`config.mk`:
```
export PLATFORM = sky130hd
export DESIGN_NAME = fdivsqrt_postproc_pipe_flat
export DESIGN_NICKNAME = d
export VERILOG_FILES = /design/src/rtl/fdivsqrt_postproc_pipe_pkg.sv /design/src/rtl/fdivsqrt_postproc_pipe_if.sv /design/src/rtl/fdivsqrt_postproc_pipe_remsign.sv /design/src/rtl/fdivsqrt_postproc_pipe.sv /design/src/flat_wrapper.sv
export SDC_FILE = /design/constraint.sdc
export NUM_CORES = 1
export LEC_CHECK = 0
export BUFFER_PORTS_ARGS = -buffer_cell sky130_fd_sc_hd__buf_2
export CAP_MARGIN = 20
export CELL_PAD_IN_SITES_DETAIL_PLACEMENT = 1
export CELL_PAD_IN_SITES_GLOBAL_PLACEMENT = 1
export CORE_MARGIN = 2
export CORE_UTILIZATION = 30
export DETAILED_ROUTE_END_ITERATION = 8
export PLACE_DENSITY_LB_ADDON = 0.08
export SLEW_MARGIN = 20
export SYNTH_ARGS = -nofsm -noshare
export SYNTH_HDL_FRONTEND = slang
export SYNTH_HIERARCHICAL = 1
export SYNTH_SLANG_ARGS = --single-unit
```
`constraint.sdc`:
```
create_clock -name clk -period 5 [get_ports clk]
set_input_delay 0.5 -clock clk [delete_from_list [all_inputs] [get_ports clk]]
set_output_delay 0.5 -clock clk [all_outputs]
set_load 0.02 [all_outputs]
```
`src/rtl/fdivsqrt_postproc_pipe_pkg.sv`:
```
// Shared configuration for the divide/sqrt post-processing pipeline.
// DIVB is the default number of fractional quotient bits; the residual is
// carried as Q4.DIVb and the quotient pair as U1.DIVb.
package fdivsqrt_postproc_pipe_pkg;

  localparam int DIVB = 55;

  function automatic int res_w(input int divb);
    return divb + 4;
  endfunction

  function automatic int quo_w(input int divb);
    return divb + 1;
  endfunction

  localparam int RESW = res_w(DIVB);
  localparam int QW   = quo_w(DIVB);

endpackage

```
`src/rtl/fdivsqrt_postproc_pipe_if.sv`:
```
// Handoff bus between the iteration engine, the post-processing pipeline
// and the rounder. The slave side is the pipeline itself.
interface fdivsqrt_postproc_pipe_if
  import fdivsqrt_postproc_pipe_pkg::*;
#(
  parameter int DIVb = DIVB
) ();

  localparam int RES_W = res_w(DIVb);
  localparam int QUO_W = quo_w(DIVb);

  logic             InValid;
  logic             InReady;
  logic [RES_W-1:0] WS;
  logic [RES_W-1:0] WC;
  logic [QUO_W-1:0] U;
  logic [QUO_W-1:0] UM;
  logic             SqrtE;
  logic             OutValid;
  logic             OutReady;
  logic [QUO_W-1:0] QM;
  logic             Sticky;
  logic             RemNeg;
  logic             SqrtM;

  modport slave (
    input  InValid, WS, WC, U, UM, SqrtE, OutReady,
    output InReady, OutValid, QM, Sticky, RemNeg, SqrtM
  );

  modport master (
    output InValid, WS, WC, U, UM, SqrtE, OutReady,
    input  InReady, OutValid, QM, Sticky, RemNeg, SqrtM
  );

endinterface

```
`src/rtl/fdivsqrt_postproc_pipe_remsign.sv`:
```
// Remainder sign and zero detection from a (possibly redundant) residual.
// Kept as its own block so a carry-free sign/zero detector can replace the
// plain adder without touching the pipeline control.
module fdivsqrt_remsign
  import fdivsqrt_postproc_pipe_pkg::*;
#(
  parameter int DIVb = DIVB
) (
  input  logic [res_w(DIVb)-1:0] ws,
  input  logic [res_w(DIVb)-1:0] wc,
  output logic                   rem_neg,
  output logic                   rem_zero
);

  localparam int RES_W = res_w(DIVb);

  logic signed [RES_W-1:0] w;

  // Resolve the residual modulo 2^RES_W and inspect it.
  always_comb begin
    w        = $signed(ws) + $signed(wc);
    rem_neg  = (w < 0);
    rem_zero = (w == '0);
  end

endmodule

```
`src/rtl/fdivsqrt_postproc_pipe.sv`:
```
// Divide/sqrt post-processing: resolves the final residual, picks U or UM
// depending on the remainder sign and produces sticky for the rounder.
// Two valid/ready stages, no skid buffer; InReady depends on OutReady.
module fdivsqrt_postproc_pipe
  import fdivsqrt_postproc_pipe_pkg::*;
#(
  parameter int DIVb = DIVB
) (
  input  logic                      clk,
  input  logic                      reset,
  input  logic                      flush,
  fdivsqrt_postproc_pipe_if.slave   bus
);

  localparam int RES_W = res_w(DIVb);
  localparam int QUO_W = quo_w(DIVb);

  // Carry-propagate add of the redundant residual; wraps by construction.
  function automatic logic signed [RES_W-1:0] resid_add(
    input logic signed [RES_W-1:0] a,
    input logic signed [RES_W-1:0] b
  );
    return a + b;
  endfunction

  logic                    vld_p1_q, vld_p1_d;
  logic                    vld_p2_q, vld_p2_d;
  logic signed [RES_W-1:0] w_p1_q, w_p1_d;
  logic [QUO_W-1:0]        u_p1_q, u_p1_d;
  logic [QUO_W-1:0]        um_p1_q, um_p1_d;
  logic                    sqrt_p1_q, sqrt_p1_d;
  logic [QUO_W-1:0]        qm_p2_q, qm_p2_d;
  logic                    sticky_p2_q, sticky_p2_d;
  logic                    neg_p2_q, neg_p2_d;
  logic                    sqrt_p2_q, sqrt_p2_d;

  logic                    s2_adv;
  logic                    s1_adv;
  logic                    in_ready;
  logic                    accept;
  logic                    rem_neg_p1;
  logic                    rem_zero_p1;

  // W is already resolved in S1, so the carry input is tied off here.
  fdivsqrt_remsign #(.DIVb(DIVb)) u_remsign (
    .ws       (w_p1_q),
    .wc       ('0),
    .rem_neg  (rem_neg_p1),
    .rem_zero (rem_zero_p1)
  );

  // Handshake, stage-advance decisions and next-state for both stages.
  always_comb begin
    s2_adv   = ~vld_p2_q | bus.OutReady;
    s1_adv   = vld_p1_q & s2_adv;
    in_ready = ~vld_p1_q | s1_adv;
    accept   = bus.InValid & in_ready;

    vld_p1_d    = vld_p1_q;
    w_p1_d      = w_p1_q;
    u_p1_d      = u_p1_q;
    um_p1_d     = um_p1_q;
    sqrt_p1_d   = sqrt_p1_q;
    vld_p2_d    = vld_p2_q;
    qm_p2_d     = qm_p2_q;
    sticky_p2_d = sticky_p2_q;
    neg_p2_d    = neg_p2_q;
    sqrt_p2_d   = sqrt_p2_q;

    // Input -> S1: capture the resolved residual and the quotient pair.
    if (accept) begin
      vld_p1_d  = 1'b1;
      w_p1_d    = resid_add($signed(bus.WS), $signed(bus.WC));
      u_p1_d    = bus.U;
      um_p1_d   = bus.UM;
      sqrt_p1_d = bus.SqrtE;
    end else if (s1_adv) begin
      vld_p1_d  = 1'b0;
    end

    // S1 -> S2: a negative remainder means the true quotient is UM.
    if (s1_adv) begin
      vld_p2_d    = 1'b1;
      qm_p2_d     = rem_neg_p1 ? um_p1_q : u_p1_q;
      sticky_p2_d = ~rem_zero_p1;
      neg_p2_d    = rem_neg_p1;
      sqrt_p2_d   = sqrt_p1_q;
    end else if (bus.OutReady) begin
      vld_p2_d    = 1'b0;
    end

    // Flush wins over any same-cycle accept or advance.
    if (flush) begin
      vld_p1_d    = 1'b0;
      vld_p2_d    = 1'b0;
      qm_p2_d     = '0;
      sticky_p2_d = 1'b0;
      neg_p2_d    = 1'b0;
      sqrt_p2_d   = 1'b0;
    end
  end

  // Stage valid bits.
  always_ff @(posedge clk) begin
    if (reset) begin
      vld_p1_q <= 1'b0;
      vld_p2_q <= 1'b0;
    end else begin
      vld_p1_q <= vld_p1_d;
      vld_p2_q <= vld_p2_d;
    end
  end

  // S1 data holds only while vld_p1_q is set, so it needs no reset.
  always_ff @(posedge clk) begin
    w_p1_q    <= w_p1_d;
    u_p1_q    <= u_p1_d;
    um_p1_q   <= um_p1_d;
    sqrt_p1_q <= sqrt_p1_d;
  end

  // S2 registers drive the outputs directly and read zero after reset.
  always_ff @(posedge clk) begin
    if (reset) begin
      qm_p2_q     <= '0;
      sticky_p2_q <= 1'b0;
      neg_p2_q    <= 1'b0;
      sqrt_p2_q   <= 1'b0;
    end else begin
      qm_p2_q     <= qm_p2_d;
      sticky_p2_q <= sticky_p2_d;
      neg_p2_q    <= neg_p2_d;
      sqrt_p2_q   <= sqrt_p2_d;
    end
  end

  assign bus.InReady  = in_ready;
  assign bus.OutValid = vld_p2_q;
  assign bus.QM       = qm_p2_q;
  assign bus.Sticky   = sticky_p2_q;
  assign bus.RemNeg   = neg_p2_q;
  assign bus.SqrtM    = sqrt_p2_q;

endmodule

```
`src/flat_wrapper.sv`:
```
// flat-port wrapper written by rule: the top's interface ports become plain ports
module fdivsqrt_postproc_pipe_flat import fdivsqrt_postproc_pipe_pkg::*;
#(
  parameter int DIVb = DIVB
)
  (clk, reset, flush, bus_InValid, bus_WS, bus_WC, bus_U, bus_UM, bus_SqrtE, bus_OutReady, bus_InReady, bus_OutValid, bus_QM, bus_Sticky, bus_RemNeg, bus_SqrtM);
  fdivsqrt_postproc_pipe_if #(.DIVb(DIVb)) bus_i ();
  input  logic clk;
  input  logic reset;
  input  logic flush;
  input wire logic [$bits(bus_i.InValid)-1:0] bus_InValid;
  input wire logic [$bits(bus_i.WS)-1:0] bus_WS;
  input wire logic [$bits(bus_i.WC)-1:0] bus_WC;
  input wire logic [$bits(bus_i.U)-1:0] bus_U;
  input wire logic [$bits(bus_i.UM)-1:0] bus_UM;
  input wire logic [$bits(bus_i.SqrtE)-1:0] bus_SqrtE;
  input wire logic [$bits(bus_i.OutReady)-1:0] bus_OutReady;
  output wire logic [$bits(bus_i.InReady)-1:0] bus_InReady;
  output wire logic [$bits(bus_i.OutValid)-1:0] bus_OutValid;
  output wire logic [$bits(bus_i.QM)-1:0] bus_QM;
  output wire logic [$bits(bus_i.Sticky)-1:0] bus_Sticky;
  output wire logic [$bits(bus_i.RemNeg)-1:0] bus_RemNeg;
  output wire logic [$bits(bus_i.SqrtM)-1:0] bus_SqrtM;
  assign bus_i.InValid = bus_InValid;
  assign bus_i.WS = bus_WS;
  assign bus_i.WC = bus_WC;
  assign bus_i.U = bus_U;
  assign bus_i.UM = bus_UM;
  assign bus_i.SqrtE = bus_SqrtE;
  assign bus_i.OutReady = bus_OutReady;
  assign bus_InReady = bus_i.InReady;
  assign bus_OutValid = bus_i.OutValid;
  assign bus_QM = bus_i.QM;
  assign bus_Sticky = bus_i.Sticky;
  assign bus_RemNeg = bus_i.RemNeg;
  assign bus_SqrtM = bus_i.SqrtM;
  fdivsqrt_postproc_pipe #(.DIVb(DIVb)) u_core (.clk(clk), .reset(reset), .flush(flush), .bus(bus_i));
endmodule
```
==> results.py <==
metrics = {
    "synthesis": {
        "synth_xor_area_share_pct": 4.42,
        "netlist_area_mm2": 0.0154,
        "synthMuxAreaShare_pct": 4.54,
        "synth-seq-area-share_pct": 41.3,
        "synthAdderAreaFrac_pct": 9.65,
        "synth_edf_count": 172,
        "yosysUniqueCellTypes": 96,
        "yosysTopAreaCell": "edfxtp_1",
        "synthArstFlopShare_pct": 0,
        "synthCells": 1578,
        "ys_seq_elements": 233,
        "syn_avg_cell_area_um2": 9.79,
        "ys.flop_type": "edfxtp_1",
        "synth_common_cells": "172 x edfxtp_1, 150 x nor2_1, 146 x a21oi_1",
        "synth_top_area_share_pct": 33.4,
        "synth_most_common_cell": "edfxtp_1",
        "synth_warnings": 6,
        "synth_area_leaders": "edfxtp_1 33%, ha_1 9.4%, dfxtp_1 7.9%",
        "synth-compound-area-share_pct": 21.7,
        "synth_top_family_by_area": "compound AO/OA/AOI/OAI gates",
        "synthSimpleGateAreaFrac_pct": 15.2,
    },
    "clock_network": {
        "cts_buffers": 29,
        "h-tree-depth": 1,
        "postCtsSetupBuffers": 0,
        "cts.sinks": 233,
        "clk_latency_ps": 580,
        "cts_root_buffer": "clkbuf_16",
        "clockBufferDepth": 3,
        "hold_buffers": 0,
        "clkTransAtPathRegs_ps": 60,
        "cts_tree": "yes",
        "cts_resized": 0,
    },
    "timing": {
        "slew_headroom_pct": 33.3,
        "setup_violations": 0,
        "holdWs_ps": 101,
        "min_period_ps": 3730,
        "skew_ps": 13.5,
        "drv_slew": 0,
        "tightest_slew_ps": 999,
        "tns_ps": 0,
        "fin_crit_sh_pct": 74.6,
        "clock.fmax_ghz": 0.268,
        "rsz0062_at_grt": "false",
        "worst_slack_ps": 1270,
        "finalHoldViolations": 0,
    },
    "hold_path": {
        "hold_path_class": "in2reg",
    },
    "detailed_routing": {
        "drc_errors": 0,
        "drtIter0Drc": 615,
        "final_antenna_net_count": 0,
        "vias_per_cell": 5.14,
        "routed-via-count": 13400,
        "post_drt_wl_per_cell_um": 18.8,
        "drt-total-wl_um": 49100,
        "firstDrtPassIters": 4,
    },
    "power": {
        "cellPowerDensity_mw_per_mm2": 342,
        "p_clk_share_pct": 32.1,
        "leakagePower_uw": 0.00763,
        "p_sw_uw": 2130,
        "swShare_pct": 33.3,
        "p_int_uw": 4260,
        "p_comb_share_pct": 32.0,
        "ir_drop_uv": 300,
        "seqPwrFrac_pct": 35.9,
    },
    "floorplanning": {
        "core_mm2": 0.0511,
        "die_h_um": 231,
        "die_w_um": 231,
        "fp-row-count": 83,
        "die_area_mm2": 0.0533,
        "ios": 297,
        "initial_core_util_pct": 30.2,
    },
    "placed_design": {
        "port_buffers": 296,
        "hpwlAfterDp_um": 39300,
        "gp_congestion": 0.834,
        "dp_slack_ps": 1210,
    },
    "setup_path": {
        "cp.arrival_ps": 4140,
        "critPathMaxFanout": 7,
        "reg2reg_setup_slack_ps": 1270,
        "cp-end-kind": "flip-flop",
        "worstSetupStartpointType": "flip-flop",
        "crit_required_ps": 5410,
        "crit_type": "reg2reg",
    },
    "outcome": {
        "status": "complete, no violations",
    },
    "global_route": {
        "antenna_found_initial": 4,
        "grt_max_degree": 84,
        "grtUsageTotal_pct": 18.0,
        "gr-total-overflow": 0,
        "grt_pass1_wl_um": 76900,
        "grt_pass1_vias": 13700,
    },
    "cells_and_area": {
        "fin_nets": 2258,
        "drive_above_1_share_pct": 20.2,
        "syn2layout_area_growth_pct": 20.8,
        "final.fill_count": 5959,
        "final_util_pct": 36.5,
    },
    "job": {
        "maxCapViolCount": 0,
    },
}
critical path, cell delays in order, from the launching register on:
cell and delay [ps]:
edfxtp_1 430, ha_1 400, nand2b_1 130, o221ai_1 160, nor4_1 290, o21ai_0 140
a2111oi_0 430, nand4_1 190, a2111o_1 360, nor4bb_1 240, nor4b_2 240, nand4_1 190
nor4_2 270, a211oi_1 100
cells by family (layout without fill, tap and decap cells):
family          Yosys count  in the layout
fa+ha+maj               118            118
simple gates            485            485
compound gates          496            496
buf+inv                  97            387
mux                      70             70
flops                   233            233
xor+xnor                 78             78
other cells               1             62
state kept, by name, summed over array words and instances, names as in the netlist:
signal,cells
u_core/bus.RemNeg,1
u_core/bus.SqrtM,1
u_core/w_p1_q,59
u_core/sqrt_p1_q,1
u_core/bus.OutValid,1
u_core/u_p1_q,56
u_core/vld_p1_q,1
u_core/bus.QM,56
u_core/bus.Sticky,1
u_core/um_p1_q,56
power by group through the flow:
stage	combinational, uW	sequential, uW	clock [uW]
after global routing	2270	2310	2200
after floorplan	1470	2340	0
final	2050	2290	2050
after global placement	1920	2330	0
after CTS	1950	2300	2130
after detailed placement	1940	2340	0
placed cells by master, fill, tap and decap left out, types with 6 or more instances in the layout:
| cell type | Yosys | layout |
|---|---|---|
| inv_1 | 33 | 33 |
| conb_1 | 1 | 60 |
| o21bai_1 | 18 | 18 |
| nand3_1 | 22 | 22 |
| o21ai_0 | 77 | 77 |
| nor2b_1 | 13 | 12 |
| edfxtp_1 | 172 | 172 |
| a21oi_2 | 10 | 10 |
| xor2_1 | 30 | 30 |
| and2_1 | 7 | 6 |
| o31ai_1 | 11 | 11 |
| a21o_1 | 33 | 33 |
| o211ai_1 | 12 | 12 |
| o21a_1 | 29 | 29 |
| mux2i_1 | 69 | 69 |
| dfxtp_1 | 61 | 61 |
| nand2b_1 | 12 | 12 |
| a21oi_1 | 146 | 146 |
| nor4_1 | 10 | 10 |
| o21ai_1 | 8 | 8 |
| clkbuf_16 | 0 | 29 |
| xnor2_1 | 48 | 48 |
| nor2_1 | 150 | 149 |
| nand4_1 | 40 | 40 |
| buf_2 | 8 | 296 |
| ha_1 | 116 | 116 |
| and3_1 | 13 | 13 |
| nor3_1 | 31 | 31 |
| nand2_1 | 141 | 141 |
| o2111ai_1 | 6 | 6 |
| a211oi_1 | 68 | 68 |
| clkbuf_1 | 35 | 11 |
per-stage QoR:
stage | area (um2) | power, uW | std cells
finish | 18700 | 6390 | 2609
detailed placement | 17700 | 4270 | 2553
global placement | 17700 | 4260 | 2553
floorplan | 15700 | 3800 | 1637
CTS | 18700 | 6370 | 2607
global route | 18700 | 6780 | 2609
layer usage:
metal	up-vias	wire [um]	track usage (%)
met2	233	23800	31.4
met4	0	1060	4.60
met1	6504	22500	23.5
met5	-	0	0
met3	60	1790	2.16
li1	6606	-	-
cell type report:
| type | instances | area [um2] | share of cell area (%) |
|---|---|---|---|
| diodes | 2 | 5.00 | 0.0268 |
| clock buffers | 44 | 822 | 4.40 |
| clock inverters | 10 | 110 | 0.590 |
| inverters | 33 | 124 | 0.664 |
| multi-input cells | 1307 | 8820 | 47.2 |
| flip-flops and latches | 233 | 6390 | 34.2 |
| well taps | 680 | 851 | 4.56 |
| repair buffers | 300 | 1550 | 8.30 |
final timing paths:
kind,cells after the start,endpoint,from
hold / removal,1,u_core/u_p1_q[10],bus_U[10]
setup / recovery,13,u_core/bus.Sticky,u_core/w_p1_q[52]
hold reg to reg,2,u_core/bus.RemNeg,u_core/bus.RemNeg
setup reg to reg,13,u_core/bus.Sticky,u_core/w_p1_q[52]
Note: power is estimated with default switching activity, not from simulation.
